$ cat src/rtl/nibble_serial_addsub_if.sv
// Handshake and operand/result bundle for the digit-serial adder/subtractor.
interface nibble_serial_addsub_if #(
    parameter int WIDTH = 16
);
    logic             start;
    logic             sub;
    logic [WIDTH-1:0] a;
    logic [WIDTH-1:0] b;
    logic             c_in;
    logic             busy;
    logic             done;
    logic [WIDTH-1:0] sum;
    logic             c_out;
    logic             ovf;

    modport master (output start, sub, a, b, c_in, input busy, done, sum, c_out, ovf);
    modport slave  (input start, sub, a, b, c_in, output busy, done, sum, c_out, ovf);
endinterface

$ cat src/rtl/nibble_serial_addsub.sv
// WIDTH-bit add/sub that walks one DIGIT-bit lookahead group per clock,
// chaining the registered group carry into the next group.
module nibble_serial_addsub #(
    parameter int WIDTH = 16,
    parameter int DIGIT = 4
) (
    input logic                   clk,
    input logic                   rst,
    nibble_serial_addsub_if.slave bus
);
    localparam int NG = WIDTH / DIGIT;
    localparam int CW = (NG > 1) ? $clog2(NG) : 1;
    localparam logic [CW-1:0] LAST = CW'(NG - 1);

    typedef enum logic [1:0] {IDLE, RUN, DONE} state_t;

    state_t           state, state_next;
    logic             accept, last;
    logic [CW-1:0]    cnt;
    logic [WIDTH-1:0] op_a, op_b, res, res_next;
    logic             carry;
    logic [WIDTH-1:0] sum_q;
    logic             c_out_q, ovf_q;

    logic [DIGIT-1:0] ga, gb, g, p, gsum;
    logic [DIGIT:0]   c;
    logic             term, pchain;

    always_ff @(posedge clk) begin
        if (rst) state <= IDLE;
        else     state <= state_next;
    end

    always_comb begin
        state_next = state;
        accept     = 1'b0;
        last       = (cnt == LAST);
        unique case (state)
            IDLE: if (bus.start) begin
                accept     = 1'b1;
                state_next = RUN;
            end
            RUN: if (last) state_next = DONE;
            DONE: begin
                if (bus.start) begin
                    accept     = 1'b1;
                    state_next = RUN;
                end else begin
                    state_next = IDLE;
                end
            end
            default: state_next = IDLE;
        endcase
    end

    // Each carry is expanded as a flat sum of products over the group, so no
    // carry depends on another carry inside the group.
    always_comb begin
        ga     = op_a[cnt*DIGIT +: DIGIT];
        gb     = op_b[cnt*DIGIT +: DIGIT];
        g      = ga & gb;
        p      = ga ^ gb;
        c      = '0;
        c[0]   = carry;
        term   = 1'b0;
        pchain = 1'b0;
        for (int i = 0; i < DIGIT; i++) begin
            term   = g[i];
            pchain = p[i];
            for (int j = i - 1; j >= 0; j--) begin
                term   = term | (pchain & g[j]);
                pchain = pchain & p[j];
            end
            c[i+1] = term | (pchain & c[0]);
        end
        gsum     = p ^ c[DIGIT-1:0];
        res_next = res;
        res_next[cnt*DIGIT +: DIGIT] = gsum;
    end

    always_ff @(posedge clk) begin
        if (rst) begin
            cnt     <= '0;
            op_a    <= '0;
            op_b    <= '0;
            res     <= '0;
            carry   <= 1'b0;
            sum_q   <= '0;
            c_out_q <= 1'b0;
            ovf_q   <= 1'b0;
        end else if (accept) begin
            cnt   <= '0;
            op_a  <= bus.a;
            op_b  <= bus.sub ? ~bus.b : bus.b;
            carry <= bus.sub ? 1'b1 : bus.c_in;
        end else if (state == RUN) begin
            res   <= res_next;
            carry <= c[DIGIT];
            cnt   <= cnt + CW'(1);
            // Results are published only as the last group lands.
            if (last) begin
                sum_q   <= res_next;
                c_out_q <= c[DIGIT];
                ovf_q   <= c[DIGIT] ^ c[DIGIT-1];
            end
        end
    end

    assign bus.busy  = (state == RUN);
    assign bus.done  = (state == DONE);
    assign bus.sum   = sum_q;
    assign bus.c_out = c_out_q;
    assign bus.ovf   = ovf_q;
endmodule

$ cat src/flat_wrapper.sv
// flat-port wrapper written by rule: the top's interface ports become plain ports
module nibble_serial_addsub_flat 
#(
    parameter int WIDTH = 16,
    parameter int DIGIT = 4
)
  (clk, rst, bus_start, bus_sub, bus_a, bus_b, bus_c_in, bus_busy, bus_done, bus_sum, bus_c_out, bus_ovf);
  nibble_serial_addsub_if #(.WIDTH(WIDTH)) bus_i ();
  input logic clk;
  input logic rst;
  input wire logic [$bits(bus_i.start)-1:0] bus_start;
  input wire logic [$bits(bus_i.sub)-1:0] bus_sub;
  input wire logic [$bits(bus_i.a)-1:0] bus_a;
  input wire logic [$bits(bus_i.b)-1:0] bus_b;
  input wire logic [$bits(bus_i.c_in)-1:0] bus_c_in;
  output wire logic [$bits(bus_i.busy)-1:0] bus_busy;
  output wire logic [$bits(bus_i.done)-1:0] bus_done;
  output wire logic [$bits(bus_i.sum)-1:0] bus_sum;
  output wire logic [$bits(bus_i.c_out)-1:0] bus_c_out;
  output wire logic [$bits(bus_i.ovf)-1:0] bus_ovf;
  assign bus_i.start = bus_start;
  assign bus_i.sub = bus_sub;
  assign bus_i.a = bus_a;
  assign bus_i.b = bus_b;
  assign bus_i.c_in = bus_c_in;
  assign bus_busy = bus_i.busy;
  assign bus_done = bus_i.done;
  assign bus_sum = bus_i.sum;
  assign bus_c_out = bus_i.c_out;
  assign bus_ovf = bus_i.ovf;
  nibble_serial_addsub #(.WIDTH(WIDTH), .DIGIT(DIGIT)) u_core (.clk(clk), .rst(rst), .bus(bus_i));
endmodule
$ cat config.mk
export PLATFORM = sky130hd
export DESIGN_NAME = nibble_serial_addsub_flat
export DESIGN_NICKNAME = d
export VERILOG_FILES = /design/src/rtl/nibble_serial_addsub_if.sv /design/src/rtl/nibble_serial_addsub.sv /design/src/flat_wrapper.sv
export SDC_FILE = /design/constraint.sdc
export NUM_CORES = 1
export LEC_CHECK = 0
export ABC_AREA = 1
export CORE_MARGIN = 1.5
export CORE_UTILIZATION = 43
export CTS_CLUSTER_SIZE = 20
export DETAILED_ROUTE_END_ITERATION = 8
export PLACE_DENSITY = 0.69
export SLEW_MARGIN = 20
export SYNTH_ARGS = -nofsm -noshare
export SYNTH_HDL_FRONTEND = slang
export SYNTH_SLANG_ARGS = --single-unit
$ cat constraint.sdc
create_clock -name clk -period 2.14 [get_ports clk]
set_input_delay 0.428 -clock clk [delete_from_list [all_inputs] [get_ports clk]]
set_output_delay 0.428 -clock clk [all_outputs]
set_load 0.005 [all_outputs]
==> flow_metrics.tcl, run 1 <==
set metrics [dict create \
    die_area_mm2 0.008448 \
    post-route-period-util_pct 104.2 \
    final-hold-violation-count 0 \
    start_util_pct 44.22 \
    critical_path_arrival_ps 2530 \
    fin_ws_ps -89.65 \
    path_clk_slew_ps 70 \
    synth.yosys.seq_area_share_pct 41.81 \
    final.setup.tns_ps -556.1 \
    synthCells 450 \
    max_slew_margin_pct 65.72 \
    rows 32 \
    cts_tree "done" \
    p_total_mw 3.655 \
    drt_iter0_drc 146 \
    drv_cap 0 \
    grt_pass1_wl_um 12830 \
    seqCellArea_mm2 0.001425 \
    drv_slew 0 \
    multi_input_area_mm2 0.001769 \
    dp.cells 603 \
    leakagePower_nw 2.028 \
    die_height_um 91.92 \
    worst_slew_pin_slew_ps 513.7 \
    peakVddDrop_mv 0.3816 \
    nets 569 \
    clock-root-buffer "clkbuf_8" \
    worstSetupEndpointType "register" \
    yosys-top-cells-area "dfxtp_1, o21ai_0, inv_1, nor2_1, a21oi_1" \
    startpoint_type "register" \
    dp_hpwl_um 5471 \
    cts_hold_buf 0 \
    syn_area_per_cell_um2 7.554 \
    layout-drive-gt1-share_pct 15.81 \
    crit_family "simple AND/OR/NAND/NOR gates" \
    dr_total_vias 3168 \
    clock_latency_ps 350 \
    fin_area_mm2 0.004688 \
    antenna_cells 0 \
    critPathSlowestCell "dfxtp_4" \
    cp_num_buf_inv 2 \
    yosysMostFrequentCell "o21ai_0" \
    grt_max_degree 35 \
    cts_buffers 9 \
    max_freq_mhz 448.5 \
    wirelength_um 8206 \
    avgRoutedWirePerCell_um 13.09 \
    synth_top_cell_area_share_pct 41.81 \
    core_region_area_mm2 0.007687 \
    synth_top_area_cell "dfxtp_1" \
    io_pins 57 \
    antenna_left 0 \
    ys_ff_latch 71 \
    skew_ps 7.264 \
    routed_via_density 5.053 \
    worstHoldPathType "register to register" \
    violations "setup timing" \
    cp_max_fo 8 \
    htreeDepth 3 \
    clk_path_buf_depth 2 \
    die_width_um 91.92 \
    cp_cell_sequence "buf_8, o21ai_0, o22ai_2, ha_4, nand4_1, nand3_2, nand3_4, nor2_4, nand2_1, o211ai_1, nand2_1, inv_1" \
    finalSetupViolations 15 \
    port_buffers 56 \
    dpl_cell_area_mm2 0.004139 \
    finalCriticalPeriod_ps 2230 \
    stdcell_count 627 \
    synth_common_cells "o21ai_0, dfxtp_1, inv_1, nor2_1, a21oi_1" \
    async_reset_ff_share_pct 0 \
    cp.required_ps 2440 \
    yosysWarnings 0 \
    cts_sinks 71 \
    rsz0062_at_grt "true" \
    fillers 711 \
    grt_pass1_vias 2866 \
    ys.flop_type "dfxtp_1" \
    critPathMaxStageDelay_ps 370 \
    crit_type "register to register" \
    hold_ws_ps 474.1 \
    place_congestion 0.8471 \
    power.density_mw_per_mm2 779.6 \
    dr.pass1.iters 4 \
    status "complete, but fails checks" \
    drc_errors 0 \
    ys_types 32 \
    area_growth_syn_to_layout_pct 37.91 \
    grt_usage_pct 19.12 \
    grt_overflow 0 \
    syn_nets 499 \
    place_ws_ps -65.65 \
    antenna_found_initial 0 \
    synth_area_mm2 0.003400 \
    finish.utilization_pct 60.99 \
    synth_edf_count 0 \
    timing.critical_path.mode_cell "nand2_1" \
]
-- state kept, by name, summed over array words and instances, names as in the netlist --
| name | count |
|---|---|
| u_core.bus.c_out | 1 |
| u_core.bus.ovf | 1 |
| u_core.bus.sum | 16 |
| u_core.carry | 1 |
| u_core.cnt | 2 |
| u_core.op_a | 16 |
| u_core.op_b | 16 |
| u_core.res | 16 |
| u_core.state | 2 |
-- cells by family (layout without fill, tap and decap cells) --
logic type                 after synthesis  count (layout)  share of synthesized area [%]
buffers and inverters                   85             160                          10.49
and+or+nand+nor                        107             107                          13.10
DFF                                     71              71                          41.81
xor gates and xnor gates                18              18                          4.637
AOI/OAI and AO/OA                      157             157                          25.32
adders and majority gates               12              12                          4.637
-- routing by layer --
layer | routed length, um | global-route usage [%]
met5 | 0 | 0
met4 | 175 | 9.231
met3 | 344 | 3.400
met2 | 4095 | 32.59
met1 | 3591 | 23.16
-- power breakdown --
group	internal [mW]	switching (mW)	total [mW]
Clock	0.956	0.506	1.46
Combinational	0.354	0.394	0.749
Sequential	1.40	0.0468	1.45
Total	2.71	0.947	3.66
-- what timing repair did --
item,4_1_cts,5_1_grt
hold endpoints to repair,0,0
buffers inserted,1,5
gates cloned,0,2
gates resized for setup,10,52
pin swaps,3,13
setup endpoints to repair,24,31
-- worst register-to-register path, delay by kind of cell (launching register included) --
family                   cells  cell delay (ps)
flip-flops                   1              370
buffers and inverters        2              190
adder cells (fa/ha/maj)      1              330
AND/OR/NAND/NOR              6              790
AO/OA/AOI/OAI                3              520
-- layout make-up --
| cell class | instances | area share [%] |
|---|---|---|
| sequential | 71 | 30.40 |
| clock inverter | 5 | 2.722 |
| multi-input combinational | 294 | 37.74 |
| timing repair buffer | 86 | 18.44 |
| inverter | 58 | 4.750 |
| clock buffer | 11 | 3.229 |
| tap | 102 | 2.722 |
-- final timing paths --
check	slack (ps)	end	from	cells after the start
worst max register to register	-90	u_core.bus.sum[7]	u_core.cnt[0]	12
worst min register to register	470	u_core.res[12]	u_core.res[12]	2
worst min-delay path	470	u_core.res[12]	u_core.res[12]	2
worst max-delay path	-90	u_core.bus.sum[7]	u_core.cnt[0]	12
-- placed cells by master, fill, tap and decap left out, types with 2 or more instances in the layout --
master / synthesis / routed
buf_6: 1 / 3
xnor2_1: 17 / 16
o211ai_1: 2 / 2
a21oi_2: 1 / 4
nand4_1: 3 / 3
nand2_4: 1 / 2
nor2_4: 0 / 3
o21a_1: 4 / 4
bufinv_16: 0 / 4
inv_2: 2 / 3
nor2_1: 54 / 49
o21bai_1: 13 / 13
clkbuf_8: 2 / 11
o21ai_2: 0 / 3
buf_4: 0 / 22
nor2_2: 2 / 4
nand2_1: 36 / 33
buf_12: 0 / 2
inv_1: 56 / 54
clkbuf_16: 0 / 2
o22ai_1: 12 / 7
o21ai_1: 0 / 14
dfxtp_1: 71 / 70
o21ai_0: 84 / 66
ha_1: 11 / 10
nand2_2: 2 / 4
clkdlybuf4s50_1: 0 / 56
nand3_1: 6 / 5
a21oi_1: 38 / 35
o22ai_2: 0 / 5
(Power assumes the default switching activity.)
==> run 2, diff against run 1 <==
--- a/config.mk
+++ b/config.mk
@@ -7,10 +7,10 @@
 export LEC_CHECK = 0
 export ABC_AREA = 1
 export CORE_MARGIN = 1.5
-export CORE_UTILIZATION = 43
+export CORE_UTILIZATION = 46
 export CTS_CLUSTER_SIZE = 20
 export DETAILED_ROUTE_END_ITERATION = 8
-export PLACE_DENSITY = 0.69
+export PLACE_DENSITY = 0.73
 export SLEW_MARGIN = 20
 export SYNTH_ARGS = -nofsm -noshare
 export SYNTH_HDL_FRONTEND = slang
==> run 2 against run 1 <==
Effect of this change:
- the flow still finishes with violations (setup timing)
- maximum frequency is 2.8% higher
- setup slack better by 60 ps
- non-clock buffer count fell by 12
- cell area fell by 6.1%
- clock skew grew 1.6 ps
- critical path type unchanged
==> flow_metrics.tcl, run 2 (synthesis results as in run 1) <==
set metrics [dict create \
    routed_via_density 5.064 \
    antenna_found_initial 0 \
    p_total_mw 3.033 \
    fin_ws_ps -29.83 \
    path_clk_slew_ps 70 \
    grt_usage_pct 21.01 \
    clock_latency_ps 350 \
    top_usage_layer "met2" \
    hold_ws_ps 465.4 \
    die_area_mm2 0.007915 \
    area_growth_syn_to_layout_pct 29.52 \
    critPathMaxStageDelay_ps 370 \
    layout_common_cells "dfxtp_1, o21ai_0, clkdlybuf4s50_1, inv_1, nor2_1" \
    worstHoldPathType "register to register" \
    htreeDepth 3 \
    grt_max_degree 45 \
    finalSetupViolations 1 \
    die_width_um 88.97 \
    leakagePower_nw 1.882 \
    port_buffers 56 \
    finalCriticalPeriod_ps 2170 \
    grt_util_met2_pct 34.85 \
    worst_slew_pin_slew_ps 531.0 \
    place_congestion 0.8925 \
    timing.critical_path.mode_cell "nand2_1" \
    post-route-period-util_pct 101.4 \
    drc_errors 0 \
    use_met3_pct 5.171 \
    dr.pass1.iters 4 \
    final-hold-violation-count 0 \
    grt_overflow 0 \
    grt_pass1_vias 2941 \
    status "complete, but fails checks" \
    avgRoutedWirePerCell_um 12.92 \
    cp_max_fo 15 \
    drt_iter0_drc 148 \
    peakVddDrop_mv 0.4234 \
    dp_hpwl_um 5355 \
    cts_hold_buf 0 \
    max_slew_margin_pct 64.56 \
    cp.required_ps 2410 \
    finish.utilization_pct 61.03 \
    cp_num_buf_inv 1 \
    critical_path_arrival_ps 2440 \
    clock-root-buffer "clkbuf_8" \
    core_region_area_mm2 0.007214 \
    critPathSlowestCell "dfxtp_4" \
    max_freq_mhz 460.9 \
    io_pins 57 \
    drv_slew 0 \
    start_util_pct 47.12 \
    grt_pass1_wl_um 12870 \
    cp_cell_sequence "buf_12, o21ai_4, o22ai_2, ha_1, or2_1, nand2_2, nand2_2, nand2_4, nand3_4, nor2_4, nand2_1, nand2_1, nand2_1, a21oi_2" \
    skew_ps 8.815 \
    cts_buffers 9 \
    nets 557 \
    drv_cap 0 \
    antenna_left 0 \
    clk_path_buf_depth 2 \
    wirelength_um 7893 \
    violations "setup timing" \
    rsz0062_at_grt "true" \
    final_common_cell "dfxtp_1" \
    startpoint_type "register" \
    crit_type "register to register" \
    crit_family "simple AND/OR/NAND/NOR gates" \
    die_height_um 88.97 \
    layout-drive-gt1-share_pct 11.52 \
    cts_sinks 71 \
    worstSetupEndpointType "register" \
    rows 31 \
    grtUsageMet1_pct 25.57 \
    dr_total_vias 3094 \
    antenna_cells 0 \
    place_ws_ps -148.9 \
    power.density_mw_per_mm2 688.9 \
    cts_tree "done" \
]
-- run 2: cell count changes in the layout (fill, tap and decap cells not counted), moves of 3 or more --
cell,before,now
clkbuf_1,0,4
nor2_1,49,52
buf_4,22,14
bufinv_16,4,0
o21ai_1,14,11
-- run 2: layer usage --
layer	up-vias	wire (um)	part of all wire [%]
li1	1597	-	-
met4	0	175	2.2
met1	1401	3467	44
met2	80	3936	50
met3	16	313	4.0
met5	-	0	0
-- run 2: worst paths after layout --
kind         slack (ps)  cells after the start      startpoint              to
min reg2reg         470                      2  u_core.res[13]  u_core.res[13]
max reg2reg         -30                     14   u_core.cnt[0]  u_core.res[15]
max                 -30                     14   u_core.cnt[0]  u_core.res[15]
min                 470                      2  u_core.res[13]  u_core.res[13]
-- run 2: cell type report --
type                       instances  area [um^2]
timing repair buffer              74        732.0
inverter                          58        227.7
tap                               99        123.9
sequential                        71         1426
clock inverter                     1        5.005
fill                             661         2811
clock buffer                      14        152.6
multi-input combinational        294         1735
-- run 2: where the power goes --
part           leakage, nW  internal [mW]  switching, mW  total (mW)
Clock               0.0805          0.447          0.466       0.913
Sequential           0.583           1.40         0.0456        1.45
Combinational         1.22          0.302          0.374       0.676
-- run 2: metrics by stage --
step | cells | cell area [um^2] | TNS [ps]
4_1_cts | 612 | 4297 | -12.10
3_5_place_dp | 595 | 4098 | -826.5
2_1_floorplan | 450 | 3410 | 0
3_3_place_gp | 595 | 4098 | -48.60
6_report | 611 | 4403 | -29.83
5_1_grt | 611 | 4403 | -724.7
-- run 2: timing repair --
item	4_1_cts	5_1_grt
endpoints found under the setup margin	15	31
hold endpoints to repair	0	0
pin swaps	3	17
setup buffers	2	0
gates resized for setup	15	37
-- run 2: worst register-to-register path: stages (launching register included) --
cell and delay [ps]:
dfxtp_4 370, buf_12 150, o21ai_4 130, o22ai_2 90
ha_1 320, or2_1 230, nand2_2 90, nand2_2 80
nand2_4 100, nand3_4 70, nor2_4 100, nand2_1 70
nand2_1 90, nand2_1 70, a21oi_2 140
